$ cat src/rtl/dch.sv
// Cascadable multi-digit hex/decade down counter with wrap or one-shot expiry.
// Latency: one clock from en/load sample to dch_q update; dch_zero is combinational from dch_q.
// Backpressure: none; dch_en gates counting, load always wins over count.
module dch #(
    parameter int DIGITS = 4
) (
    input  logic                dch_clk,
    input  logic                dch_rst_n,
    input  logic                dch_en,
    input  logic                dch_sel,
    input  logic                dch_oneshot,
    input  logic                dch_load,
    input  logic [4*DIGITS-1:0] dch_load_val,
    output logic [4*DIGITS-1:0] dch_q,
    output logic                dch_zero,
    output logic                dch_borrow,
    output logic                dch_done
);

    localparam int W = 4 * DIGITS;

    typedef enum logic {
        RUN     = 1'b0,
        EXPIRED = 1'b1
    } state_t;

    state_t         state_q, state_d;
    logic [W-1:0]   cnt_q, cnt_d;
    logic           borrow_q, borrow_d;
    logic [W-1:0]   dec_val;
    logic [W-1:0]   load_clamped;
    logic [DIGITS:0] chain;
    logic [3:0]     digit_max;
    logic           wrap;

    assign digit_max = dch_sel ? 4'd9 : 4'hF;

    // Ripple borrow through the digits: a digit moves only when every lower digit was 0.
    always_comb begin
        dec_val  = cnt_q;
        chain    = '0;
        chain[0] = 1'b1;
        for (int i = 0; i < DIGITS; i++) begin
            if (chain[i]) begin
                if (cnt_q[4*i +: 4] == 4'd0) begin
                    dec_val[4*i +: 4] = digit_max;
                    chain[i+1]        = 1'b1;
                end else begin
                    // Out-of-range decade digits (after a sel toggle) still step down by one.
                    dec_val[4*i +: 4] = cnt_q[4*i +: 4] - 4'd1;
                end
            end
        end
    end

    // Borrow out of the top digit means the whole count was zero.
    assign wrap = chain[DIGITS];

    // In decade mode, clamp any loaded digit above 9 to 9.
    always_comb begin
        load_clamped = dch_load_val;
        for (int i = 0; i < DIGITS; i++) begin
            if (dch_sel && (dch_load_val[4*i +: 4] > 4'd9)) begin
                load_clamped[4*i +: 4] = 4'd9;
            end
        end
    end

    // Next-state: load beats count; one-shot expiry freezes the count until reload.
    always_comb begin
        state_d  = state_q;
        cnt_d    = cnt_q;
        borrow_d = 1'b0;
        if (dch_load) begin
            cnt_d   = load_clamped;
            state_d = RUN;
        end else if (dch_en && (state_q == RUN)) begin
            if (dch_oneshot) begin
                if (wrap) begin
                    // Decrement requested at zero: expire without wrapping.
                    state_d = EXPIRED;
                end else begin
                    cnt_d = dec_val;
                    if (dec_val == '0) begin
                        state_d = EXPIRED;
                    end
                end
            end else begin
                cnt_d    = dec_val;
                borrow_d = wrap;
            end
        end
    end

    // State, count and borrow registers.
    always_ff @(posedge dch_clk or negedge dch_rst_n) begin
        if (!dch_rst_n) begin
            state_q  <= RUN;
            cnt_q    <= '0;
            borrow_q <= 1'b0;
        end else begin
            state_q  <= state_d;
            cnt_q    <= cnt_d;
            borrow_q <= borrow_d;
        end
    end

    assign dch_q      = cnt_q;
    assign dch_zero   = (cnt_q == '0);
    assign dch_borrow = borrow_q;
    assign dch_done   = (state_q == EXPIRED);

endmodule

$ cat config.mk
export PLATFORM = sky130hd
export DESIGN_NAME = dch
export DESIGN_NICKNAME = d
export VERILOG_FILES = /design/src/rtl/dch.sv
export SDC_FILE = /design/constraint.sdc
export NUM_CORES = 1
export LEC_CHECK = 0
export BUFFER_PORTS_ARGS = -buffer_cell sky130_fd_sc_hd__buf_2
export CAP_MARGIN = 20
export CORE_MARGIN = 2
export CORE_UTILIZATION = 35
export CTS_CLUSTER_DIAMETER = 60
export DETAILED_ROUTE_END_ITERATION = 8
export PLACE_DENSITY = 0.6
export REMOVE_ABC_BUFFERS = 1
export SLEW_MARGIN = 25
export SYNTH_ARGS = -nofsm -noshare
export SYNTH_HDL_FRONTEND = slang
export SYNTH_SLANG_ARGS = --single-unit
$ cat constraint.sdc
create_clock -name dch_clk -period 3.81 [get_ports dch_clk]
set_clock_uncertainty 0.15 [all_clocks]
set_input_delay 0 -clock dch_clk [delete_from_list [all_inputs] [get_ports dch_clk]]
set_output_delay 0 -clock dch_clk [all_outputs]
set_load 0.01 [all_outputs]
# Word-level counts from Yosys, hierarchy flattened
# Index checks and enable logic that the tools add are counted.
[classes]
n_shift = 0
eq_ne = 1
div = 0
mux = 31
add_sub_neg = 4
order_cmp = 4
n_reduce_logical = 16
n_bitwise = 1
mul = 0
[ops]
columns = ["cell", "count"]
rows = [
  ["16-bit 2-to-1 mux", 4],
  ["4-bit 2-to-1 mux", 11],
  ["16-bit zero test", 2],
  ["4-bit > comparator, second input constant", 4],
  ["4-bit zero test", 4],
  ["4-bit by 1-bit subtractor with 4-bit output, second input constant", 4],
  ["1-bit 2-to-1 mux", 15],
  ["1-bit logical AND", 5],
  ["2-bit nonzero test", 2],
  ["3-bit 2-to-1 mux", 1],
  ["3-bit != test, second input constant", 1],
  ["3-bit AND reduction", 1],
  ["3-bit nonzero test", 1],
  ["2-bit AND reduction", 1],
  ["1-bit inverter", 1],
]
[totals]
mem_bits_ro = 0
word_cells = 60
ram_bits = 0
mem_count = 0
regBits = 18
input_bits = 22
latchBits = 0

# Depth between registers and ports, before layout
# Gate-level depths: netlist (run 1).
[depth]
depth_word = 11
depth_mapped = 8
depth_no_buf = 7

# Worst setup path after synthesis (run 1)
# Ideal clock, no wire load.
[synth_path]
kind = "flip-flop to flip-flop"
startpoint = "reg cnt_q[0] (netlist: dch_q[0])"
endpoint = "reg cnt_q[11] (netlist: dch_q[11])"
setup_time_ps = 123
arrival_ps = 1938
path_stages_with_launch = 9
required_ps = 3537
slack_ps = 1599
synth_period_minus_slack_ps = 2211
cell_sequence = "dfrtp_1 > inv_1 > ha_1 > or3b_1 > buf_6 > a2111oi_4 > and2b_1 > a41o_1 > o21ai_1"
[synth_via]
elab_chain_len = 8
word_cells_on_any_way = 12
classes_between = "1 x eq/ne; 9 x mux; 2 x reduce/logical"
[synth_rtl]
columns = ["item", "line", "text"]
rows = [
  ["start, declared", "28", "logic [W-1:0] cnt_q, cnt_d;"],
  ["start signal, assigned", "103", "cnt_q <= cnt_d;"],
  ["4-bit zero test *", "45", "if (cnt_q[4*i +: 4] == 4'd0) begin"],
  ["1-bit 2-to-1 mux *", "45", ""],
  ["1-bit 2-to-1 mux *", "44", "if (chain[i]) begin"],
  ["4-bit 2-to-1 mux", "44", ""],
  ["16-bit 2-to-1 mux", "79", "if (wrap) begin"],
  ["16-bit 2-to-1 mux", "78", "if (dch_oneshot) begin"],
  ["16-bit 2-to-1 mux", "77", "end else if (dch_en && (state_q == RUN)) begin"],
  ["16-bit 2-to-1 mux", "74", "if (dch_load) begin"],
]
# Every way passes the cells marked *; elsewhere a longest branch is shown, timed or not. The select of a mux whose other input is x is not followed.
# A chain may end at the register's enable or synchronous reset.

# Worst setup path in the final report (run 1)
[layout_path]
startpoint = "reg cnt_q[8] (netlist: dch_q[8])"
endpoint = "reg borrow_q (netlist: dch_borrow)"
[layout_via]
elab_chain_len = 7
[layout_rtl]
columns = ["item", "line", "text"]
rows = [
  ["4-bit zero test", "45", ""],
  ["1-bit 2-to-1 mux", "45", ""],
  ["1-bit 2-to-1 mux (2 in a row)", "44", ""],
  ["1-bit 2-to-1 mux", "78", ""],
  ["1-bit 2-to-1 mux", "77", ""],
  ["1-bit 2-to-1 mux", "74", ""],
  ["net borrow_d", "29", "logic borrow_q, borrow_d;"],
  ["end signal, assigned", "104", "borrow_q <= borrow_d;"],
  ["end, declared", "29", ""],
]
# The timed path passes the listed nets, and every way through them passes these cells.

==> flow_summary.json, run 1 <==
{
  "htree_levels": 1,
  "relSlewSlack": 0.6427,
  "fp.dieH_um": 68.76,
  "fin_crit_ns": 2.601,
  "yosysTopAreaCellShare": 0.3069,
  "synthDistinctLibCells": 44,
  "diodes": 0,
  "dpl.hpwl_um": 2686,
  "ys_seq_area_frac": 0.3069,
  "cts_root_buf": "clkbuf_8",
  "worst_pin_slew_ns": 0.5359,
  "critPathMaxFanout": 7,
  "clk_pin_slew_worst_paths_ns": 0.07,
  "finalMaxSlewViolations": 0,
  "ys_async_sr_fraction": 1.000,
  "hold_path_class": "in -> async",
  "rows": 23,
  "regArea_um2": 450.4,
  "yosysWarnings": 0,
  "total_power_w": 0.0006081,
  "io_pins": 41,
  "multi_input_area_um2": 925.9,
  "grt_usage": 0.1821,
  "syn_area_um2": 1468,
  "drt_iter0_drc": 93,
  "synth_largest_area_cell": "dfrtp_1",
  "hold_viol_final": 0,
  "startpoint_type": "flip-flop",
  "p_leak_nw": 0.9136,
  "worstPathArrival_ns": 2.65,
  "area_growth_pct": 34.02,
  "setup_viol_count_final": 0,
  "wl_per_cell_um": 13.21,
  "min_period_over_period": 0.6826,
  "synth_seq_cells": 18,
  "critPathRequiredTime_ns": 3.85,
  "antenna_found_initial": 0,
  "end_kind": "flip-flop",
  "cts_tree": "yes",
  "ant_nets": 0,
  "postCtsSetupBuffers": 0,
  "avgSynthCellArea_um2": 8.292,
  "numCtsBuffers": 3,
  "port-buffer-count": 40,
  "powerDensity_nw_per_um2": 309.2,
  "cp_num_buf_inv": 2,
  "drv_cap": 0,
  "via_per_inst": 5.276,
  "crit_slowest_cell": "dlygate4sd3_1",
  "syn_inst": 177,
  "cts-hold-fix-buffers": 22,
  "start_util": 0.3643,
  "die_area_um2": 4727,
  "route.detailed.drc": 0,
  "grt_start_max_net_pins": 36,
  "max_clock_freq_mhz": 384.5,
  "core_um2": 4029,
  "fin_util": 0.4882,
  "postCtsResizedCells": 0,
  "clock_path_buffers": 2,
  "clock-sinks": 18,
  "synth_edf_count": 0,
  "rsz0062_at_grt": "no",
  "finalNetCount": 263,
  "grt_pass1_vias": 1431,
  "critPathMaxStageDelay_ns": 0.55,
  "path_class": "reg -> reg",
  "tns_ns": 0,
  "synthFlopType": "dfrtp_1",
  "fillCellCount": 410,
  "clkLatencyLatePin_ns": 0.26,
  "vias": 1509,
  "synth_area_leaders": "dfrtp_1 31%, mux2i_1 8.9%, o21ai_0 6.5%",
  "drive_above_1_share": 0.2288,
  "peakVddDrop_v": 0.0001805,
  "wl_um": 3777,
  "overflow": 0,
  "place_congestion": 0.8137,
  "status": "finished clean",
  "grt_first_pass_wirelength_um": 6499,
  "drtPass1Iterations": 4,
  "path_delay_family": "simple AND/OR/NAND/NOR gates",
  "die_w_um": 68.76,
  "path_cells": "inv_1 -> ha_1 -> nor3b_4 -> nand3_1 -> nor2_1 -> and4b_1 -> dlygate4sd3_1"
}
## registers in the layout, indices dropped and copies added (netlist names)
name        cells
dch_q          16
dch_borrow      1
dch_done        1
## final timing paths
kind / to / slack, ns / cells past startpoint / from
min: dch_q[9] / 0.06 / 2 / dch_rst_n
max: dch_borrow / 1.21 / 7 / dch_q[8]
min reg2reg: dch_q[13] / 0.49 / 2 / dch_q[13]
min in group dch_clk: dch_q[11] / 0.08 / 3 / dch_load
max in group asynchronous: dch_q[15] / 3.14 / 2 / dch_rst_n
max reg2reg: dch_borrow / 1.21 / 7 / dch_q[8]
## cell usage in the layout, fill, tap and decap left out, types with 2 or more instances in the layout
cell type      Yosys  layout
a21oi_1            8       8
a31oi_1            4       4
and4_1             2       2
buf_2              1      40
clkbuf_8           0       4
dfrtp_1           18      18
dlygate4sd3_1      0      22
ha_1               4       4
inv_1             12      12
mux2_2             2       2
mux2i_1           13      13
nand2_1           14      14
nand2b_1           2       2
nand3_1           12      12
nand4_1            3       3
nor2_1            21      21
nor3_1             3       3
nor3b_1            2       2
nor3b_4            2       2
o21ai_0           19      19
o21ai_1            2       2
o21bai_1           2       2
o31ai_1            2       2
or3b_1             2       2
## cells in the mapped netlist, types with 2 or more instances
master	count
buf_6	2
or3b_1	2
dfrtp_1	18
a31oi_1	4
o21ai_0	19
mux2i_1	13
o21bai_1	2
nand2_1	14
nor3b_1	2
mux2_2	2
clkbuf_1	5
nand4_1	3
nand2b_1	2
inv_1	12
nor3b_4	2
o31ai_1	2
nor2_1	21
a21oi_1	8
ha_1	4
and4_1	2
nand3_1	12
nor3_1	3
o21ai_1	2
## worst reg2reg max path, delay by kind of cell (launching register included)
family	cells	cell delay (ns)
DFF	1	0.44
and+or+nand+nor	4	1.04
adders and majority gates	1	0.25
buffers and inverters	2	0.67
## cell type report
type / instances / area share
multi-input combinational: 139 / 0.4707
sequential: 18 / 0.2290
timing repair buffer: 63 / 0.2176
tap: 50 / 0.03181
clock buffer: 4 / 0.02799
inverter: 12 / 0.02290
## routing by layer
metal	global-route usage	up-vias	part of all wire
met4	0.03676	0	0.0064
met2	0.2981	38	0.45
met5	0	-	0
met1	0.2445	698	0.49
met3	0.04383	2	0.056
li1	-	771	-
## cells by family after synthesis
kind of cell / after synthesis / share of synthesized area
muxes: 16 / 0.1142
DFF: 18 / 0.3069
buffers and inverters: 20 / 0.06223
xor gates and xnor gates: 1 / 0.005969
and+or+nand+nor: 72 / 0.2771
adders and majority gates: 4 / 0.03410
AOI/OAI and AO/OA: 46 / 0.1995
## stage by stage
stage | hold slack (ns) | cells | setup slack (ns) | instance area [um2]
6_report | 0.06350 | 286 | 1.209 | 1967
5_1_grt | 0.1081 | 286 | 1.018 | 1967
4_1_cts | 0.07049 | 286 | 1.241 | 1967
3_5_place_dp | -0.1816 | 260 | 1.404 | 1692
3_3_place_gp | -0.1857 | 260 | 1.391 | 1692
2_1_floorplan | -0.4456 | 169 | 1.333 | 1421
## power by group
group          total (W)  leakage, nW  switching, W  internal (W)
logic           0.000206        0.662      0.000108     0.0000984
registers       0.000242        0.223     0.0000320      0.000210
clock network   0.000160       0.0288     0.0000679     0.0000919
No activity file was read; power rests on OpenSTA's default activity.
==> run 2, diff against run 1 <==
- PLACE_DENSITY: 0.6 -> 0.62
- clock period: 3.81 -> 2.29 ns (I/O delays scaled with it)
==> run 2 against run 1 <==
Compared with the run above:
- non-clock buffer count grew 18
- design area up 8.7%
- register-to-register slack got worse by 1.1 ns
- routed wire length rose by 8.9%
- die area is the same
- sequential share of layout area decreased by 1.8 points
- setup slack worse by 1.1 ns
- cell count up 6.3%
- largest power group is now combinational cells
- fmax rose by 20%
- largest cell class unchanged
==> flow_summary.json, run 2 (same netlist as run 1, synthesis figures left out) <==
{
  "cts_tree": "yes",
  "startpoint_type": "flip-flop",
  "clock-sinks": 18,
  "critPathMaxFanout": 5,
  "place_congestion": 0.8806,
  "antenna_found_initial": 0,
  "dpl.hpwl_um": 2882,
  "relSlewSlack": 0.7154,
  "fin_crit_ns": 2.168,
  "finalNetCount": 281,
  "critPathMaxStageDelay_ns": 0.39,
  "overflow": 0,
  "peakVddDrop_v": 0.0002155,
  "status": "finished clean",
  "fp.dieH_um": 68.76,
  "place_area_um2": 1832,
  "p_leak_nw": 1.013,
  "ant_nets": 0,
  "clock_path_buffers": 2,
  "diodes": 0,
  "setup_viol_count_final": 0,
  "min_period_over_period": 0.9468,
  "powerDensity_nw_per_um2": 510.2,
  "end_kind": "flip-flop",
  "grt_first_pass_wirelength_um": 6720,
  "drt_iter0_drc": 110,
  "fillCellCount": 398,
  "critPathRequiredTime_ns": 2.30,
  "drv_cap": 0,
  "worst_pin_slew_ns": 0.4269,
  "crit_slowest_cell": "dfrtp_1",
  "finalMaxSlewViolations": 0,
  "die_area_um2": 4727,
  "hold_path_class": "in -> async",
  "grt_pass1_vias": 1544,
  "clkLatencyLatePin_ns": 0.27,
  "area_growth_pct": 45.69,
  "start_util": 0.3643,
  "route.detailed.drc": 0,
  "largest_reg_flops": 16,
  "rows": 23,
  "max_clock_freq_mhz": 461.2,
  "drtPass1Iterations": 4,
  "hold_viol_final": 0,
  "design_area_um2": 2138,
  "worstPathArrival_ns": 2.18,
  "wl_per_cell_um": 13.53,
  "drive_above_1_share": 0.3228,
  "vias": 1610,
  "path_cells": "inv_2 -> ha_2 -> nor3b_4 -> buf_6 -> mux2_2 -> mux2i_2 -> nor3_1 -> a31o_1",
  "tns_ns": 0,
  "grt_usage": 0.1911,
  "io_pins": 41,
  "numCtsBuffers": 3,
  "die_w_um": 68.76,
  "final_cell_mix": "40 x buf_2, 21 x dlygate4sd3_1, 20 x nor2_1",
  "layout_commonest_cell": "buf_2",
  "core_um2": 4029,
  "htree_levels": 1,
  "port-buffer-count": 40,
  "via_per_inst": 5.296,
  "path_class": "reg -> reg",
  "cts_root_buf": "clkbuf_8",
  "grt_start_max_net_pins": 35,
  "wl_um": 4114,
  "clk_pin_slew_worst_paths_ns": 0.07
}
-- run 2: worst paths after layout --
| kind | slack [ns] | endpoint | from | depth (start not counted) |
|---|---|---|---|---|
| max | 0.12 | dch_done | dch_q[8] | 8 |
| min | 0.05 | dch_done | dch_rst_n | 2 |
| max reg2reg | 0.12 | dch_done | dch_q[8] | 8 |
| min reg2reg | 0.50 | dch_q[13] | dch_q[13] | 2 |
| max in group asynchronous | 1.64 | dch_q[5] | dch_rst_n | 2 |
| min in group dch_clk | 0.08 | dch_q[1] | dch_sel | 4 |
-- run 2: cell type report --
type	count	area, um2	area share
Multi-Input combinational cell	139	948.4	0.4435
Timing Repair Buffer	81	576.8	0.2697
Sequential cell	18	450.4	0.2106
Tap cell	50	62.56	0.02926
Clock buffer	4	55.05	0.02575
Inverter	12	45.04	0.02106
-- run 2: metal layers --
metal	global-route usage	up-vias	part of all wire
li1	-	803	-
met1	0.2553	751	0.46
met2	0.3161	49	0.47
met3	0.01948	7	0.053
met4	0.07598	0	0.019
met5	0	-	0
-- run 2: critical path, delay by kind of cell, from the launching register on --
family / cells / cell delay [ns]
AO/OA/AOI/OAI: 1 / 0.23
adder cells (fa/ha/maj): 1 / 0.18
multiplexers: 2 / 0.50
buffers and inverters: 2 / 0.23
flip-flops: 1 / 0.39
AND/OR/NAND/NOR: 2 / 0.39
-- run 2: timing repair --
action,in CTS,in global routing
endpoints found under the hold margin,35,0
resized for setup,0,11
setup buffers,0,2
endpoints found under the setup margin,0,8
hold buffers,21,0
-- run 2: through the flow --
stage | util | hold slack [ns] | worst slack (ns) | power, W | instances
2_1_floorplan | - | -0.4456 | -0.1871 | 0.0006048 | 169
3_3_place_gp | 0.4547 | -0.1878 | 0.05198 | 0.0007709 | 277
3_5_place_dp | 0.4547 | -0.1824 | 0.05722 | 0.0007729 | 277
4_1_cts | 0.5205 | 0.07512 | 0.03582 | 0.001080 | 302
5_1_grt | 0.5307 | 0.1022 | -0.006316 | 0.001168 | 304
6_report | 0.5307 | 0.05243 | 0.1218 | 0.001091 | 304
-- run 2: where the power goes --
part / switching, W / leakage (nW) / total [W] / internal, W
logic: 0.000213 / 0.762 / 0.000427 / 0.000214
registers: 0.0000374 / 0.223 / 0.000387 / 0.000350
clock network: 0.000123 / 0.0288 / 0.000277 / 0.000153
total: 0.000374 / 1.01 / 0.00109 / 0.000717
==> run 3, diff against run 2 <==
- CORE_ASPECT_RATIO: unset -> 1.25
- REMOVE_ABC_BUFFERS: 1 -> unset
- TNS_END_PERCENT: unset -> 20
==> run 3 against run 2 <==
Compared with the run above:
- routed wire length grew 0.97%
- combinational power grew 3%
- highest routed layer unchanged
- critical endpoint is now dch_q[11]
- utilization shrank 0.27 points
==> flow_summary.json, run 3 (same netlist as run 1, synthesis figures left out) <==
{
  "status": "finished clean",
  "drtPass1Iterations": 4,
  "critPathMaxFanout": 7,
  "drt_iter0_drc": 72,
  "worstPathArrival_ns": 2.15,
  "start_util": 0.3609,
  "vias": 1601,
  "finalNetCount": 284,
  "end_kind": "flip-flop",
  "fillCellCount": 407,
  "ant_nets": 0,
  "grt_pass1_vias": 1545,
  "startpoint_type": "flip-flop",
  "grt_first_pass_wirelength_um": 6879,
  "grt_start_max_net_pins": 35,
  "area_growth_pct": 46.29,
  "worst_pin_slew_ns": 0.4366,
  "hold_path_class": "in -> async",
  "wl_um": 4154,
  "antenna_found_initial": 0,
  "core_um2": 4066,
  "path_class": "reg -> reg",
  "worst_hold_slack_ns": 0.06506,
  "path_cells": "inv_1 -> ha_1 -> or3b_4 -> a2111oi_4 -> and2b_1 -> a41o_1 -> o21ai_1",
  "drive_above_1_share": 0.3125,
  "powerDensity_nw_per_um2": 488.2,
  "die_area_um2": 4731,
  "dpl.hpwl_um": 3051,
  "numCtsBuffers": 3,
  "relSlewSlack": 0.7090,
  "pre_cts_ws_ns": 0.07384,
  "grt_usage": 0.1893,
  "die_w_um": 61.92,
  "clk_pin_slew_worst_paths_ns": 0.07,
  "p_leak_nw": 1.021,
  "layout_commonest_cell": "buf_2",
  "htree_levels": 1,
  "route.detailed.drc": 0,
  "tns_ns": 0,
  "rsz0062_at_grt": "no",
  "overflow": 0,
  "final_cell_mix": "40 x buf_2, 23 x buf_4, 21 x nor2_1, 21 x dlygate4sd3_1",
  "min_period_over_period": 0.9405,
  "synth_nets": 203,
  "worst_slack_ns": 0.1363,
  "clkLatencyLatePin_ns": 0.26,
  "cts_root_buf": "clkbuf_8",
  "wl_per_cell_um": 13.31,
  "fp.dieH_um": 76.40,
  "crit_slowest_cell": "or3b_4",
  "fin_crit_ns": 2.154,
  "total_power_w": 0.001048,
  "port-buffer-count": 40,
  "hold_viol_final": 0,
  "rows": 26,
  "via_per_inst": 5.131,
  "cts_tree": "yes",
  "setup_viol_count_final": 0,
  "place_congestion": 0.8217,
  "clock_path_buffers": 2,
  "io_pins": 41,
  "diodes": 0,
  "peakVddDrop_v": 0.0003211,
  "critPathMaxStageDelay_ns": 0.45,
  "critPathRequiredTime_ns": 2.29,
  "finalMaxSlewViolations": 0,
  "largest_reg_flops": 16,
  "max_clock_freq_mhz": 464.3,
  "clock-sinks": 18,
  "drv_cap": 0
}
## run 3: cell count changes in the layout (fill, tap and decap cells not counted), sizes merged
| cell | before | now |
|---|---|---|
| clkbuf | 4 | 3 |
| buf | 60 | 63 |
## run 3: metrics by stage
stage / utilization / instances / cell area (um2)
2_1_floorplan: - / 177 / 1468
3_3_place_gp: 0.4566 / 287 / 1857
3_5_place_dp: 0.4566 / 287 / 1857
4_1_cts: 0.5185 / 311 / 2108
5_1_grt: 0.5280 / 312 / 2147
6_report: 0.5280 / 312 / 2147
## run 3: worst paths after layout
check | start | slack, ns | depth (start not counted) | to
hold / removal | dch_rst_n | 0.07 | 2 | dch_q[7]
min in group dch_clk | dch_sel | 0.09 | 4 | dch_q[6]
setup / recovery | dch_q[0] | 0.14 | 7 | dch_q[11]
hold reg to reg | dch_q[13] | 0.47 | 2 | dch_q[13]
setup reg to reg | dch_q[0] | 0.14 | 7 | dch_q[11]
max in group asynchronous | dch_rst_n | 1.62 | 2 | dch_q[15]
## run 3: cell type report
class,instances,area [um2],area share
flip-flops and latches,18,450.4,0.2098
repair buffers,84,583.1,0.2716
multi-input cells,139,957.2,0.4458
inverters,12,45.04,0.02098
clock buffers,3,41.29,0.01923
well taps,56,70.07,0.03263
## run 3: timing repair
| action | 4_1_cts | 5_1_grt |
|---|---|---|
| endpoints found under the hold margin | 35 | 0 |
| buffers inserted | 0 | 1 |
| resized for setup | 0 | 7 |
| setup endpoints to repair | 0 | 6 |
| hold buffers | 21 | 0 |
## run 3: power by group
group          switching (W)  internal, W  leakage [nW]  total [W]
combinational       0.000223     0.000215         0.776   0.000438
clock               0.000110     0.000117        0.0216   0.000227
sequential         0.0000330     0.000350         0.223   0.000383
total               0.000366     0.000682          1.02    0.00105
## run 3: worst max-delay path: cells and delay by family, from the launching register on
| kind | cells | cell delay [ns] |
|---|---|---|
| AO/OA/AOI/OAI | 3 | 0.61 |
| adder cells (fa/ha/maj) | 1 | 0.17 |
| buffers and inverters | 1 | 0.06 |
| flip-flops | 1 | 0.38 |
| AND/OR/NAND/NOR | 2 | 0.67 |
## run 3: layer usage
metal / vias up / GRT usage / share of wire
met2: 37 / 0.3211 / 0.52
li1: 805 / - / -
met3: 4 / 0.01868 / 0.022
met5: - / 0 / 0
met4: 0 / 0.05957 / 0.011
met1: 755 / 0.2426 / 0.45
